===== config.mk =====
export PLATFORM = sky130hd
export DESIGN_NAME = reg_write_arbiter
export DESIGN_NICKNAME = d
export VERILOG_FILES = /design/src/rtl/reg_write_arbiter.sv
export SDC_FILE = /design/constraint.sdc
export NUM_CORES = 1
export LEC_CHECK = 0
export ABC_AREA = 1
export CORE_UTILIZATION = 38
export DETAILED_ROUTE_END_ITERATION = 7
export GPL_ROUTABILITY_DRIVEN = 0
export PLACE_DENSITY = 0.88
export SYNTH_ARGS = -nofsm -noshare
export SYNTH_HDL_FRONTEND = slang
export SYNTH_SLANG_ARGS = --single-unit

===== constraint.sdc =====
create_clock -name clk -period 1.53 [get_ports clk]
set_input_delay 0.3825 -clock clk [delete_from_list [all_inputs] [get_ports clk]]
set_output_delay 0.3825 -clock clk [all_outputs]
set_load 0.02 [all_outputs]

===== src/rtl/reg_write_arbiter.sv =====
// Round-robin arbiter granting one of three register-file write requesters
// per cycle, with a registered write port and a saturating write counter.
module reg_write_arbiter #(
  parameter int N  = 16,
  parameter int AW = 4
) (
  input  logic            clk,
  input  logic            rst,
  input  logic            stall,
  input  logic [2:0]      req_valid,
  input  logic [3*AW-1:0] req_addr,
  input  logic [3*N-1:0]  req_data,
  output logic [2:0]      req_ready,
  output logic            wr_en,
  output logic [AW-1:0]   wr_addr,
  output logic [N-1:0]    wr_data,
  output logic [1:0]      wr_src,
  output logic [7:0]      wr_count
);

  logic [1:0]    last_q;
  logic          wr_en_q;
  logic [AW-1:0] wr_addr_q;
  logic [N-1:0]  wr_data_q;
  logic [1:0]    wr_src_q;
  logic [7:0]    wr_count_q;

  logic [1:0]    last_eff;
  logic          found;
  logic [1:0]    gnt_idx;
  logic [2:0]    ready_d;
  logic          xfer;
  logic [AW-1:0] wr_addr_d;
  logic [N-1:0]  wr_data_d;

  // An illegal last=3 is folded onto 2 so requester 0 is searched first.
  assign last_eff = (last_q == 2'd3) ? 2'd2 : last_q;

  // Round-robin search starting just after the last granted requester.
  always_comb begin
    found   = 1'b0;
    gnt_idx = 2'd0;
    for (int k = 1; k <= 3; k++) begin
      int idx;
      idx = (int'(last_eff) + k) % 3;
      if (!found && req_valid[idx]) begin
        found   = 1'b1;
        gnt_idx = 2'(idx);
      end
    end
    ready_d = 3'b000;
    if (!rst && !stall && found) begin
      ready_d = 3'b001 << gnt_idx;
    end
  end

  assign req_ready = ready_d;
  assign xfer      = |(req_valid & ready_d);
  assign wr_addr_d = req_addr[gnt_idx*AW +: AW];
  assign wr_data_d = req_data[gnt_idx*N +: N];

  // Register the granted write and track grant history and write count.
  always_ff @(posedge clk) begin
    if (rst) begin
      last_q     <= 2'd2;
      wr_en_q    <= 1'b0;
      wr_addr_q  <= '0;
      wr_data_q  <= '0;
      wr_src_q   <= 2'd0;
      wr_count_q <= 8'd0;
    end else begin
      wr_en_q <= xfer;
      if (xfer) begin
        last_q    <= gnt_idx;
        wr_addr_q <= wr_addr_d;
        wr_data_q <= wr_data_d;
        wr_src_q  <= gnt_idx;
      end
      if (wr_en_q && wr_count_q != 8'hFF) begin
        wr_count_q <= wr_count_q + 8'd1;
      end
    end
  end

  assign wr_en    = wr_en_q;
  assign wr_addr  = wr_addr_q;
  assign wr_data  = wr_data_q;
  assign wr_src   = wr_src_q;
  assign wr_count = wr_count_q;

endmodule


==> flow_summary.html <==
<table>
<tr><th>Metric</th><th>Value</th></tr>
<tr><th colspan="2">Power</th></tr>
<tr><td>Largest voltage drop on the vdd net</td><td>around 500 uV</td></tr>
<tr><td>Pwr dens</td><td>703.2 mW/mm^2</td></tr>
<tr><td>Leakage power of the design</td><td>~1.9 nW</td></tr>
<tr><th colspan="2">Setup path</th></tr>
<tr><td>Total number of cells along the worst setup path</td><td>8</td></tr>
<tr><td>Critical path's most frequent cell</td><td>sky130_fd_sc_hd__buf_6</td></tr>
<tr><td>Top Family by Delay on Critical Path</td><td>simple AND/OR/NAND/NOR gates</td></tr>
<tr><td>Required arrival time at the worst endpoint</td><td>roughly 1200 ps</td></tr>
<tr><td>Maximum net fanout on the critical path</td><td>5</td></tr>
<tr><td>Sort of element at the end of the critical path</td><td>output port</td></tr>
<tr><td>Worst Path Arrival</td><td>roughly 1700 ps</td></tr>
<tr><td>Worst r2r path cells</td><td>14</td></tr>
<tr><td>Worst-path cell with the longest stage delay</td><td>sky130_fd_sc_hd__dfxtp_4</td></tr>
<tr><td>Slowest stage delay, CP</td><td>~370 ps</td></tr>
<tr><td>Start-to-end type of the worst setup path</td><td>flip-flop to output port</td></tr>
<tr><td>R2R setup slack</td><td>-310 ps</td></tr>
<tr><td>Buffers plus inverters on the worst setup path</td><td>3</td></tr>
<tr><td>CP Launch Type</td><td>flip-flop</td></tr>
<tr><td>Crit path cell chain</td><td>nor2_4, nand2_2, nand3_4, buf_6, nand4_4, buf_6, a21oi_4, buf_6</td></tr>
<tr><th colspan="2">Floorplanning</th></tr>
<tr><td>Core Box Area</td><td>between 0.005 and 0.006 mm^2</td></tr>
<tr><td>Height of the die</td><td>around 80 um</td></tr>
<tr><td>Number of top-level pins</td><td>100</td></tr>
<tr><td>Starting Density</td><td>between 30 and 40%</td></tr>
<tr><td>Die width</td><td>~78 um</td></tr>
<tr><td>Die area</td><td>between 0.006 and 0.007 mm^2</td></tr>
<tr><td>Std cell rows</td><td>27</td></tr>
<tr><th colspan="2">Global route</th></tr>
<tr><td>Pin count of the biggest net entering global routing</td><td>23</td></tr>
<tr><td>Global-route wire length before repair</td><td>11.11 mm</td></tr>
<tr><td>Initial antenna violation count</td><td>0</td></tr>
<tr><td>Total congestion overflow after global routing</td><td>0</td></tr>
<tr><td>Via count of the first global-routing pass</td><td>about 2400</td></tr>
<tr><td>Global routing usage summed across all routing layers</td><td>approximately 23%</td></tr>
<tr><th colspan="2">Layout</th></tr>
<tr><td>Antenna Cells</td><td>0</td></tr>
<tr><td>Layout cell share with drive strength beyond 1</td><td>approximately a quarter</td></tr>
<tr><td>Relative area change from synthesis to final layout</td><td>66.51%</td></tr>
<tr><td>Post-route core utilization</td><td>66.03%</td></tr>
<tr><td>Most frequent cells in the layout</td><td>sky130_fd_sc_hd__nand2_1, sky130_fd_sc_hd__clkdlybuf4s50_1, sky130_fd_sc_hd__inv_1, sky130_fd_sc_hd__nand3_1, sky130_fd_sc_hd__dlygate4sd2_1</td></tr>
<tr><td>Most common cell after layout, fill and taps aside</td><td>sky130_fd_sc_hd__nand2_1</td></tr>
<tr><td>Filler cells</td><td>between 400 and 500</td></tr>
<tr><td>Net count of the finished layout</td><td>530</td></tr>
<tr><th colspan="2">Placed design</th></tr>
<tr><td># port buffers</td><td>99</td></tr>
<tr><td>Worst Setup Slack post-DPL</td><td>-1275 ps</td></tr>
<tr><td>DP HPWL</td><td>between 5 and 6 mm</td></tr>
<tr><th colspan="2">Clock network</th></tr>
<tr><td>Clock sink count</td><td>32</td></tr>
<tr><td>Clock-pin slew reported for the worst setup and hold paths after clock tree synthesis</td><td>~70 ps</td></tr>
<tr><td>Skew-Pair Late Insertion Delay</td><td>280 ps</td></tr>
<tr><td>CTS tree</td><td>built</td></tr>
<tr><td>Maximum level of the CTS H-tree</td><td>2</td></tr>
<tr><td>Number of buffers inserted for hold repair after clock tree synthesis</td><td>0</td></tr>
<tr><td>Root buf cell</td><td>sky130_fd_sc_hd__clkbuf_8</td></tr>
<tr><td>Clk buf depth</td><td>2</td></tr>
<tr><td>TritonCTS Buffers</td><td>5</td></tr>
<tr><th colspan="2">Synthesis</th></tr>
<tr><td>Number of nets produced by synthesis</td><td>between 400 and 500</td></tr>
<tr><td>Netlist area before placement</td><td>0.002197 mm^2</td></tr>
<tr><td>Total of warnings raised by yosys</td><td>0</td></tr>
<tr><td>Part of the Yosys area used for sequential elements</td><td>between 20% and 30%</td></tr>
<tr><td>Post-synth cell types</td><td>32</td></tr>
<tr><td>Mapped Avg Cell Area</td><td>~6.5 um^2</td></tr>
<tr><td>Post-synthesis register bit count</td><td>32</td></tr>
<tr><td>Count of mapped cells out of synthesis</td><td>between 300 and 400</td></tr>
<tr><th colspan="2">Routing</th></tr>
<tr><td>Post-DR vias/cell</td><td>around 4.7</td></tr>
<tr><td>Wire length reported by the detailed router</td><td>between 7 and 8 mm</td></tr>
<tr><td>Via count</td><td>2533</td></tr>
<tr><td>Residual DRC count</td><td>0</td></tr>
<tr><td>Antenna Nets Post-Route</td><td>0</td></tr>
<tr><td>Mean routed wirelength per cell</td><td>between 10 and 15 um</td></tr>
<tr><td>Count of routing violations after the opening detailed-route iteration</td><td>74</td></tr>
<tr><td>Number of search-and-repair iterations in the first detailed-routing pass</td><td>4</td></tr>
<tr><th colspan="2">Timing</th></tr>
<tr><td>Setup repair after global routing missed its margin</td><td>yes</td></tr>
<tr><td>Crit path setup slack, layout</td><td>-540.7 ps</td></tr>
<tr><td>Post-route clock skew</td><td>5.259 ps</td></tr>
<tr><td>Final worst path period need</td><td>between 2000 and 2500 ps</td></tr>
<tr><td>Hold Fails Final Rpt</td><td>0</td></tr>
<tr><td>Final period util</td><td>135.3%</td></tr>
<tr><td>Fin. max-slew vios</td><td>0</td></tr>
<tr><td>Setup-violating endpoint count in the final report</td><td>26</td></tr>
<tr><td>Tightest slew margin relative to the limit</td><td>about three quarters</td></tr>
<tr><td>Maximum operating frequency</td><td>about 480 MHz</td></tr>
<tr><td>Measured slew at the worst slew-check pin</td><td>367.5 ps</td></tr>
<tr><th colspan="2">Run status</th></tr>
<tr><td>Violations in the final reports</td><td>negative setup slack</td></tr>
<tr><td>Status</td><td>finished with violations</td></tr>
<tr><th colspan="2">Min path</th></tr>
<tr><td>Worst min-delay path class</td><td>flip-flop to flip-flop</td></tr>
<tr><td>Min-Delay Path Depth</td><td>2</td></tr>
<tr><th colspan="2">Flow run</th></tr>
<tr><td>Max-cap check violation count</td><td>0</td></tr>
</table>
==> layer usage <==
layer	part of all wire (%)	wire length, um	GRT usage [%]
met1	43	3016	26.74
met2	50	3521	43.51
met3	5.9	417	4.535
met4	1.1	79	4.074
met5	0	0	0
==> per-stage QoR <==
stage	power [mW]	instance area (um^2)	TNS, ps	hold WS (ps)	cells
2_1_floorplan	1.466	2247	-353.1	499.5	338
3_3_place_gp	1.845	3398	-18150	452.8	517
3_5_place_dp	1.869	3398	-20140	457.3	517
4_1_cts	2.557	3561	-7056	466.6	532
5_1_grt	2.737	3659	-10400	499.2	536
6_report	2.573	3659	-7617	461.9	536
==> cells in the mapped netlist <==
cell                       count  share of area, %
sky130_fd_sc_hd__nor3_1        2              0.46
sky130_fd_sc_hd__nor2_1       29               5.0
sky130_fd_sc_hd__nand4_1       1              0.28
sky130_fd_sc_hd__nand3_1      46                10
sky130_fd_sc_hd__nor2_2       17               4.8
sky130_fd_sc_hd__nor2_8        1              0.91
sky130_fd_sc_hd__nand2_2       3              0.85
sky130_fd_sc_hd__inv_2         4              0.68
sky130_fd_sc_hd__buf_2        10               2.3
sky130_fd_sc_hd__nand4_4       1              0.97
sky130_fd_sc_hd__nor3b_1       1              0.34
sky130_fd_sc_hd__ha_1          1              0.57
sky130_fd_sc_hd__nand3_4       2               1.6
sky130_fd_sc_hd__inv_1        54               9.2
sky130_fd_sc_hd__buf_6         3               1.5
sky130_fd_sc_hd__o21ai_0       6               1.4
sky130_fd_sc_hd__nand3b_1     18               6.2
sky130_fd_sc_hd__xor2_1        1              0.40
sky130_fd_sc_hd__nand3b_4      1              0.91
sky130_fd_sc_hd__inv_4         1              0.28
sky130_fd_sc_hd__o211ai_1      2              0.68
sky130_fd_sc_hd__a21oi_1       8               1.8
sky130_fd_sc_hd__nor4_1        2              0.57
sky130_fd_sc_hd__a21oi_2       1              0.40
sky130_fd_sc_hd__buf_4         4               1.4
sky130_fd_sc_hd__nand3_2       1              0.46
sky130_fd_sc_hd__buf_8         1              0.68
sky130_fd_sc_hd__nor3_4        1              0.74
sky130_fd_sc_hd__clkinv_1      1              0.17
sky130_fd_sc_hd__nand2_1      81                14
sky130_fd_sc_hd__nor2_4        2               1.0
sky130_fd_sc_hd__dfxtp_1      32                29
==> layout make-up <==
type / instances / area, um^2 / area share [%]
Clock inverter: 1 / 7.507 / 0.2052
Inverter: 60 / 240.2 / 6.566
Timing Repair Buffer: 136 / 1282 / 35.05
Clock buffer: 7 / 86.33 / 2.360
Multi-Input combinational cell: 228 / 1297 / 35.46
Sequential cell: 32 / 654.4 / 17.89
Tap cell: 72 / 90.09 / 2.462
==> worst register-to-register path, cell delays in order (launching register included) <==
cell                       delay (ps)
sky130_fd_sc_hd__dfxtp_4          370
sky130_fd_sc_hd__nor2_4           180
sky130_fd_sc_hd__nand2_2          100
sky130_fd_sc_hd__nand3_4           90
sky130_fd_sc_hd__buf_4            130
sky130_fd_sc_hd__nand3b_4          70
sky130_fd_sc_hd__nand3_4          120
sky130_fd_sc_hd__buf_6            120
sky130_fd_sc_hd__buf_6            110
sky130_fd_sc_hd__clkinv_8          70
sky130_fd_sc_hd__buf_8            140
sky130_fd_sc_hd__nor2_2            80
sky130_fd_sc_hd__nor2_1            50
sky130_fd_sc_hd__nand2_1           80
sky130_fd_sc_hd__inv_1             40
==> final timing paths <==
kind                          startpoint                 endpoint
setup / recovery  last_q[0]$_SDFFE_PP0P_             req_ready[1]
hold / removal    wr_src[1]$_SDFFE_PP0P_   wr_src[1]$_SDFFE_PP0P_
setup reg to reg  last_q[0]$_SDFFE_PP0P_  wr_data[0]$_SDFFE_PP0P_
hold reg to reg   wr_src[1]$_SDFFE_PP0P_   wr_src[1]$_SDFFE_PP0P_
==> where the power goes <==
part	internal, mW	switching (mW)	total, mW	leakage, nW
Sequential	0.887	0.0428	0.930	0.266
Combinational	0.466	0.487	0.953	1.55
Clock	0.366	0.323	0.689	0.0445
==> kinds of logic (layout without fill, tap and decap cells) <==
family / count (synthesis) / count (layout) / share of synthesized area (%)
flops: 32 / 32 / 29.16
xor+xnor: 1 / 1 / 0.3987
buf+inv: 78 / 204 / 16.23
compound gates: 17 / 17 / 4.271
fa+ha+maj: 1 / 1 / 0.5694
simple gates: 209 / 209 / 49.37
==> flip-flops by register name, summed over array words and instances, names as in the netlist <==
signal / count
wr_data: 16
wr_count: 8
wr_addr: 4
last_q: 2
wr_en: 1
wr_src: 1
==> timing repair <==
action                                  CTS  global route
endpoints found under the setup margin   60            34
resized for setup                        69            21
setup buffers                             7             4
pin swaps                                 8            15
(Power assumes the default switching activity.)
